<file path="src/rtl/and_rr_scheduler_if.sv">
// Request/response bundle between NCH requesters and the round-robin AND scheduler.
// The grant_cnt statistics bus exists only when AND_SCHED_STATS_EN is defined.
interface and_rr_scheduler_if #(
    parameter int NCH   = 4,
    parameter int W     = 1,
    parameter int CNT_W = 8
);
    localparam int ID_W = $clog2(NCH);

    if (CNT_W < 1) begin : g_bad_cnt_w
        $error("and_rr_scheduler_if: CNT_W must be >= 1");
    end

    logic [NCH-1:0]   req_valid;
    logic [NCH-1:0]   req_ready;
    logic [NCH*W-1:0] req_a;
    logic [NCH*W-1:0] req_b;
    logic             rsp_valid;
    logic             rsp_ready;
    logic [W-1:0]     rsp_y;
    logic [ID_W-1:0]  rsp_id;
    logic             busy;
`ifdef AND_SCHED_STATS_EN
    logic [NCH*CNT_W-1:0] grant_cnt;
`endif

    modport master (
        output req_valid, req_a, req_b, rsp_ready,
        input  req_ready, rsp_valid, rsp_y, rsp_id, busy
`ifdef AND_SCHED_STATS_EN
        , input grant_cnt
`endif
    );

    modport slave (
        input  req_valid, req_a, req_b, rsp_ready,
        output req_ready, rsp_valid, rsp_y, rsp_id, busy
`ifdef AND_SCHED_STATS_EN
        , output grant_cnt
`endif
    );
endinterface

</file>
<file path="src/rtl/and_rr_scheduler.sv">
// Round-robin front-end that time-shares one registered W-bit AND unit among NCH requesters.
// Define AND_SCHED_STATS_EN to add saturating per-requester grant counters on grant_cnt.
module and_rr_scheduler #(
    parameter int NCH   = 4,
    parameter int W     = 1,
    parameter int CNT_W = 8
) (
    input  logic                 clk,
    input  logic                 rst_n,
    and_rr_scheduler_if.slave    bus
);
    localparam int ID_W = $clog2(NCH);

    localparam logic [0:0] IDLE = 1'b0;
    localparam logic [0:0] RESP = 1'b1;

    if (NCH < 2) begin : g_bad_nch
        $error("and_rr_scheduler: NCH must be >= 2");
    end
    if (W < 1) begin : g_bad_w
        $error("and_rr_scheduler: W must be >= 1");
    end
    if (CNT_W < 1) begin : g_bad_cnt_w
        $error("and_rr_scheduler: CNT_W must be >= 1");
    end

    logic [0:0]      state_q;
    logic [ID_W-1:0] last_q;
    logic [ID_W-1:0] rsp_id_q;
    logic [W-1:0]    rsp_y_q;

    logic [ID_W-1:0] grant_idx;
    logic            grant_found;
    logic            can_issue;
    logic            issue;
    logic            rsp_fire;
    logic [W-1:0]    sel_a;
    logic [W-1:0]    sel_b;

    // Rotating priority: scan last+1, last+2, ... wrapping at NCH.
    always_comb begin
        logic [ID_W:0] cand;
        // NOTE: every always_comb output gets a default before any branch, so no latch is inferred.
        grant_idx   = last_q;
        grant_found = 1'b0;
        cand        = '0;
        for (int k = 1; k <= NCH; k++) begin
            cand = {1'b0, last_q} + (ID_W+1)'(k);
            if (cand >= (ID_W+1)'(NCH)) begin
                cand = cand - (ID_W+1)'(NCH);
            end
            if (!grant_found && bus.req_valid[cand[ID_W-1:0]]) begin
                grant_found = 1'b1;
                grant_idx   = cand[ID_W-1:0];
            end
        end
    end

    // Gating with rst_n keeps every grant low while reset is held, not just after the first edge.
    assign can_issue = (state_q == IDLE) || bus.rsp_ready;
    assign issue     = rst_n && can_issue && grant_found;
    assign rsp_fire  = (state_q == RESP) && bus.rsp_ready;

    assign sel_a = bus.req_a[grant_idx*W +: W];
    assign sel_b = bus.req_b[grant_idx*W +: W];

    always_comb begin
        bus.req_ready = '0;
        if (issue) begin
            bus.req_ready[grant_idx] = 1'b1;
        end
    end

    // NOTE: sequential state uses non-blocking assignments so every register samples pre-edge values.
    always_ff @(posedge clk or negedge rst_n) begin
        if (!rst_n) begin
            state_q  <= IDLE;
            last_q   <= ID_W'(NCH - 1);
            rsp_y_q  <= '0;
            rsp_id_q <= '0;
        end else if (issue) begin
            state_q  <= RESP;
            last_q   <= grant_idx;
            rsp_y_q  <= sel_a & sel_b;
            rsp_id_q <= grant_idx;
        end else if (rsp_fire) begin
            state_q  <= IDLE;
        end
    end

    assign bus.rsp_valid = (state_q == RESP);
    assign bus.busy      = (state_q == RESP);
    assign bus.rsp_y     = rsp_y_q;
    assign bus.rsp_id    = rsp_id_q;

`ifdef AND_SCHED_STATS_EN
    logic [CNT_W-1:0] cnt_q [NCH];

    // NOTE: the counter array is a handful of flops, not a RAM, so it is reset like any other register.
    always_ff @(posedge clk or negedge rst_n) begin
        if (!rst_n) begin
            for (int i = 0; i < NCH; i++) begin
                cnt_q[i] <= '0;
            end
        end else if (issue && (cnt_q[grant_idx] != '1)) begin
            cnt_q[grant_idx] <= cnt_q[grant_idx] + 1'b1;
        end
    end

    for (genvar gi = 0; gi < NCH; gi++) begin : g_cnt_out
        assign bus.grant_cnt[gi*CNT_W +: CNT_W] = cnt_q[gi];
    end
`endif

    a_ready_onehot: assert property (@(posedge clk) disable iff (!rst_n)
        $onehot0(bus.req_ready));

    a_ready_needs_valid: assert property (@(posedge clk) disable iff (!rst_n)
        (bus.req_ready & ~bus.req_valid) == '0);

    a_stall_blocks_grant: assert property (@(posedge clk) disable iff (!rst_n)
        (bus.rsp_valid && !bus.rsp_ready) |-> (bus.req_ready == '0));

    a_stall_holds: assert property (@(posedge clk) disable iff (!rst_n)
        (bus.rsp_valid && !bus.rsp_ready) |=>
            (bus.rsp_valid && $stable(bus.rsp_y) && $stable(bus.rsp_id)));

endmodule

</file>
<file path="src/flat_wrapper.sv">
// flat-port wrapper written by rule: the top's interface ports become plain ports
module and_rr_scheduler_flat 
#(
    parameter int NCH   = 4,
    parameter int W     = 1,
    parameter int CNT_W = 8
)
  (clk, rst_n, bus_req_valid, bus_req_a, bus_req_b, bus_rsp_ready, bus_req_ready, bus_rsp_valid, bus_rsp_y, bus_rsp_id, bus_busy);
  and_rr_scheduler_if #(.NCH(NCH), .W(W), .CNT_W(CNT_W)) bus_i ();
  input  logic clk;
  input  logic rst_n;
  input wire logic [$bits(bus_i.req_valid)-1:0] bus_req_valid;
  input wire logic [$bits(bus_i.req_a)-1:0] bus_req_a;
  input wire logic [$bits(bus_i.req_b)-1:0] bus_req_b;
  input wire logic [$bits(bus_i.rsp_ready)-1:0] bus_rsp_ready;
  output wire logic [$bits(bus_i.req_ready)-1:0] bus_req_ready;
  output wire logic [$bits(bus_i.rsp_valid)-1:0] bus_rsp_valid;
  output wire logic [$bits(bus_i.rsp_y)-1:0] bus_rsp_y;
  output wire logic [$bits(bus_i.rsp_id)-1:0] bus_rsp_id;
  output wire logic [$bits(bus_i.busy)-1:0] bus_busy;
  assign bus_i.req_valid = bus_req_valid;
  assign bus_i.req_a = bus_req_a;
  assign bus_i.req_b = bus_req_b;
  assign bus_i.rsp_ready = bus_rsp_ready;
  assign bus_req_ready = bus_i.req_ready;
  assign bus_rsp_valid = bus_i.rsp_valid;
  assign bus_rsp_y = bus_i.rsp_y;
  assign bus_rsp_id = bus_i.rsp_id;
  assign bus_busy = bus_i.busy;
  and_rr_scheduler #(.NCH(NCH), .W(W), .CNT_W(CNT_W)) u_core (.clk(clk), .rst_n(rst_n), .bus(bus_i));
endmodule
</file>
<file path="config.mk">
export PLATFORM = sky130hd
export DESIGN_NAME = and_rr_scheduler_flat
export DESIGN_NICKNAME = d
export VERILOG_FILES = /design/src/rtl/and_rr_scheduler_if.sv /design/src/rtl/and_rr_scheduler.sv /design/src/flat_wrapper.sv
export SDC_FILE = /design/constraint.sdc
export NUM_CORES = 1
export LEC_CHECK = 0
export ABC_AREA = 0
export BUFFER_PORTS_ARGS = -buffer_cell sky130_fd_sc_hd__buf_2
export CAP_MARGIN = 40
export CORE_AREA = 2 2 39 41
export CTS_BUF_LIST = sky130_fd_sc_hd__clkbuf_8
export CTS_CLUSTER_SIZE = 25
export DETAILED_ROUTE_END_ITERATION = 6
export DIE_AREA = 0 0 41 43
export PLACE_DENSITY = 0.63
export REMOVE_ABC_BUFFERS = 1
export SKIP_CTS_REPAIR_TIMING = 1
export SLEW_MARGIN = 0
export SYNTH_ARGS = -nofsm -noshare
export SYNTH_HDL_FRONTEND = slang
export SYNTH_SLANG_ARGS = --single-unit
</file>
<file path="constraint.sdc">
create_clock -name clk -period 4.3 [get_ports clk]
set_input_delay 0.86 -clock clk [delete_from_list [all_inputs] [get_ports clk]]
set_output_delay 0.86 -clock clk [all_outputs]
set_load 0.01 [all_outputs]
</file>
==> results_dict.tcl <==
set metrics [dict create \
    ys_warn_count 0 \
    synth_compound_area_frac 0.2880 \
    die_w_um 41 \
    clock-sinks 6 \
    power_density_nw_per_um2 491.1 \
    final-setup-viol-count 0 \
    port_buffers 23 \
    grt_max_degree 12 \
    wl_per_cell_um 11.09 \
    routed-via-count 413 \
    cts_made_buffers 3 \
    status "finished clean" \
    synthAdderAreaFrac 0 \
    yosys.area_share.simple 0.2039 \
    drtAntennaViolNets 0 \
    postRouteWirelength_um 943 \
    critPathKind "in -> out" \
    antenna_found_initial 0 \
    placed_area_um2 510.5 \
    fin_crit_ns 3.056 \
    clk_pin_slew_ns 0.04 \
    rows 14 \
    firstDrtPassIters 4 \
    hp-class "in -> async" \
    layout-drive-gt1-share 0.4203 \
    fin_cells 85 \
    place_hpwl_um 759.2 \
    synth_xor_area_frac 0 \
    fin_setup_tns_ns 0 \
    rr_worst_depth 5 \
    grt_usage 0.1226 \
    hold_violations 0 \
    crit_arrival_ns 2.20 \
    cap_viol_max_count 0 \
    vdd_drop_max_uv 207.6 \
    synth_cell_types 25 \
    synth_seq_cells 6 \
    startpoint "bus_req_valid[0]" \
    p_leak_uw 0.0002827 \
    ios 24 \
    clock_latency_ns 0.22 \
    gp_congestion 0.7136 \
    endpoint_kind "primary output" \
    slew_viol_final 0 \
    dieArea_um2 1763 \
    drc 0 \
    synthMuxAreaShare 0.05502 \
    cts_tree "done" \
    area_growth_pct 43.69 \
    netlist_area_um2 386.6 \
    core_area_um2 1384 \
    maxSlewHeadroom 0.5337 \
    cp.required_ns 3.44 \
    cts-htree-levels 1 \
    rsz0062_at_grt "false" \
    crit_path_max_fanout 6 \
    min_period_over_period 0.7108 \
    cp-start-kind "primary input" \
    fin_skew_ns 0.003139 \
    fin_nets 85 \
    hold_ws_ns 0.4602 \
    r2r_start "u_core.last_q[0]" \
    ys_seq_area_frac 0.3948 \
    drt-initial-drc-count 7 \
    vias_per_cell 4.859 \
    clockBufferDepth 2 \
    grt_pass1_wl_mm 1.435 \
    clock.fmax_ghz 0.3272 \
    grt_overflow 0 \
    antenna_cells 0 \
    dpl.cell_count 81 \
    worstMarginPinSlew_ns 0.6994 \
    synth_top_family_by_area "compound AO/OA/AOI/OAI gates" \
    cts-root-buf "clkbuf_8" \
    start_util 0.2794 \
    fin_area_um2 555.5 \
    netlist_instances 44 \
    synth.avg_cell_area_um2 8.787 \
    first_global_vias 383 \
    die_y_um 43 \
]
synth_stat cells:
cell type | number | area (um2)
or2b_1 | 1 | 7.510
dfstp_2 | 2 | 52.55
dfrtp_1 | 4 | 100.1
o21a_1 | 4 | 30.03
nand2_1 | 4 | 15.01
nand2b_1 | 2 | 12.51
a21oi_1 | 3 | 15.01
o41ai_1 | 1 | 8.760
o32ai_1 | 1 | 8.760
inv_1 | 3 | 11.26
and3_2 | 1 | 7.510
o21ai_0 | 3 | 15.01
nor2_1 | 3 | 11.26
o311a_1 | 1 | 10.01
nor3_1 | 1 | 5.000
o31ai_1 | 1 | 7.510
nand3b_1 | 1 | 7.510
a222oi_1 | 1 | 10.01
mux2_1 | 1 | 11.26
nor3b_1 | 1 | 7.510
nand3_1 | 1 | 5.000
clkbuf_1 | 1 | 3.750
mux2i_1 | 1 | 10.01
buf_4 | 1 | 7.510
a31oi_1 | 1 | 6.260
critical path, cell delays in order:
cell and delay [ns]:
buf_2 0.10, or2b_1 0.11, o21ai_0 0.08, a222oi_1 0.58, nand2_1 0.21, nor2_1 0.13
buf_2 0.14
final timing paths:
check / end / slack, ns
setup / recovery: bus_req_ready[2] / 1.24
hold / removal: u_core.bus.rsp_id[0] / 0.46
setup reg to reg: u_core.bus.rsp_y / 2.46
hold reg to reg: u_core.bus.rsp_id[0] / 0.50
max in group asynchronous: u_core.last_q[1] / 3.61
min in group clk: u_core.bus.rsp_id[0] / 0.50
cell usage in the layout, fill, tap and decap left out:
| master | count |
|---|---|
| nand3b_1 | 1 |
| dfstp_2 | 2 |
| or2b_1 | 1 |
| nor2_1 | 3 |
| a222oi_1 | 1 |
| and3_2 | 1 |
| a21oi_1 | 3 |
| o31ai_1 | 1 |
| a31oi_1 | 1 |
| o32ai_1 | 1 |
| nor3b_1 | 1 |
| o21a_1 | 4 |
| clkbuf_8 | 3 |
| o311a_1 | 1 |
| nand3_1 | 1 |
| inv_1 | 4 |
| mux2_1 | 1 |
| buf_2 | 23 |
| nand2_1 | 4 |
| o41ai_1 | 1 |
| mux2i_1 | 1 |
| nor3_1 | 1 |
| dfrtp_1 | 4 |
| o21ai_0 | 3 |
| nand2b_1 | 2 |
per-stage QoR:
step	worst slack [ns]	total power, uW	utilization
floorplan	1.594	151.0	-
global placement	1.250	189.2	0.3689
detailed placement	1.222	188.5	0.3689
CTS	1.220	277.1	0.4014
global route	1.029	294.3	0.4014
finish	1.244	272.8	0.4014
metal layers:
layer	up-vias	wire, um	global-route usage
li1	214	-	-
met1	184	455	0.1490
met2	15	415	0.1813
met3	0	71	0.03141
met4	0	0	0.08000
met5	-	0	0
report_power, final:
group | internal [uW] | leakage [uW] | total, uW | switching, uW
registers | 77.9 | 0.0000656 | 93.7 | 15.8
logic | 44.6 | 0.000190 | 93.7 | 49.1
clock network | 61.3 | 0.0000269 | 85.4 | 24.1
total | 184 | 0.000283 | 273 | 89.0
flip-flops by register name, summed over array words and instances, names as in the netlist:
name,count
u_core.bus.busy,1
u_core.bus.rsp_id,2
u_core.bus.rsp_y,1
u_core.last_q,2
cell type report:
cell class,instances,area (um2)
well taps,16,20.02
repair buffers,23,115.1
clock buffers,3,41.29
clock inverters,1,3.754
multi-input cells,33,211.5
flip-flops and latches,6,152.6
inverters,3,11.26
fillers,150,828.3
cell families (layout without fill, tap and decap cells):
logic type | Yosys count | in the layout
AOI/OAI and AO/OA | 16 | 16
buffers and inverters | 5 | 30
DFF | 6 | 6
and+or+nand+nor | 15 | 15
muxes | 2 | 2
Note: power is estimated with default switching activity, not from simulation.
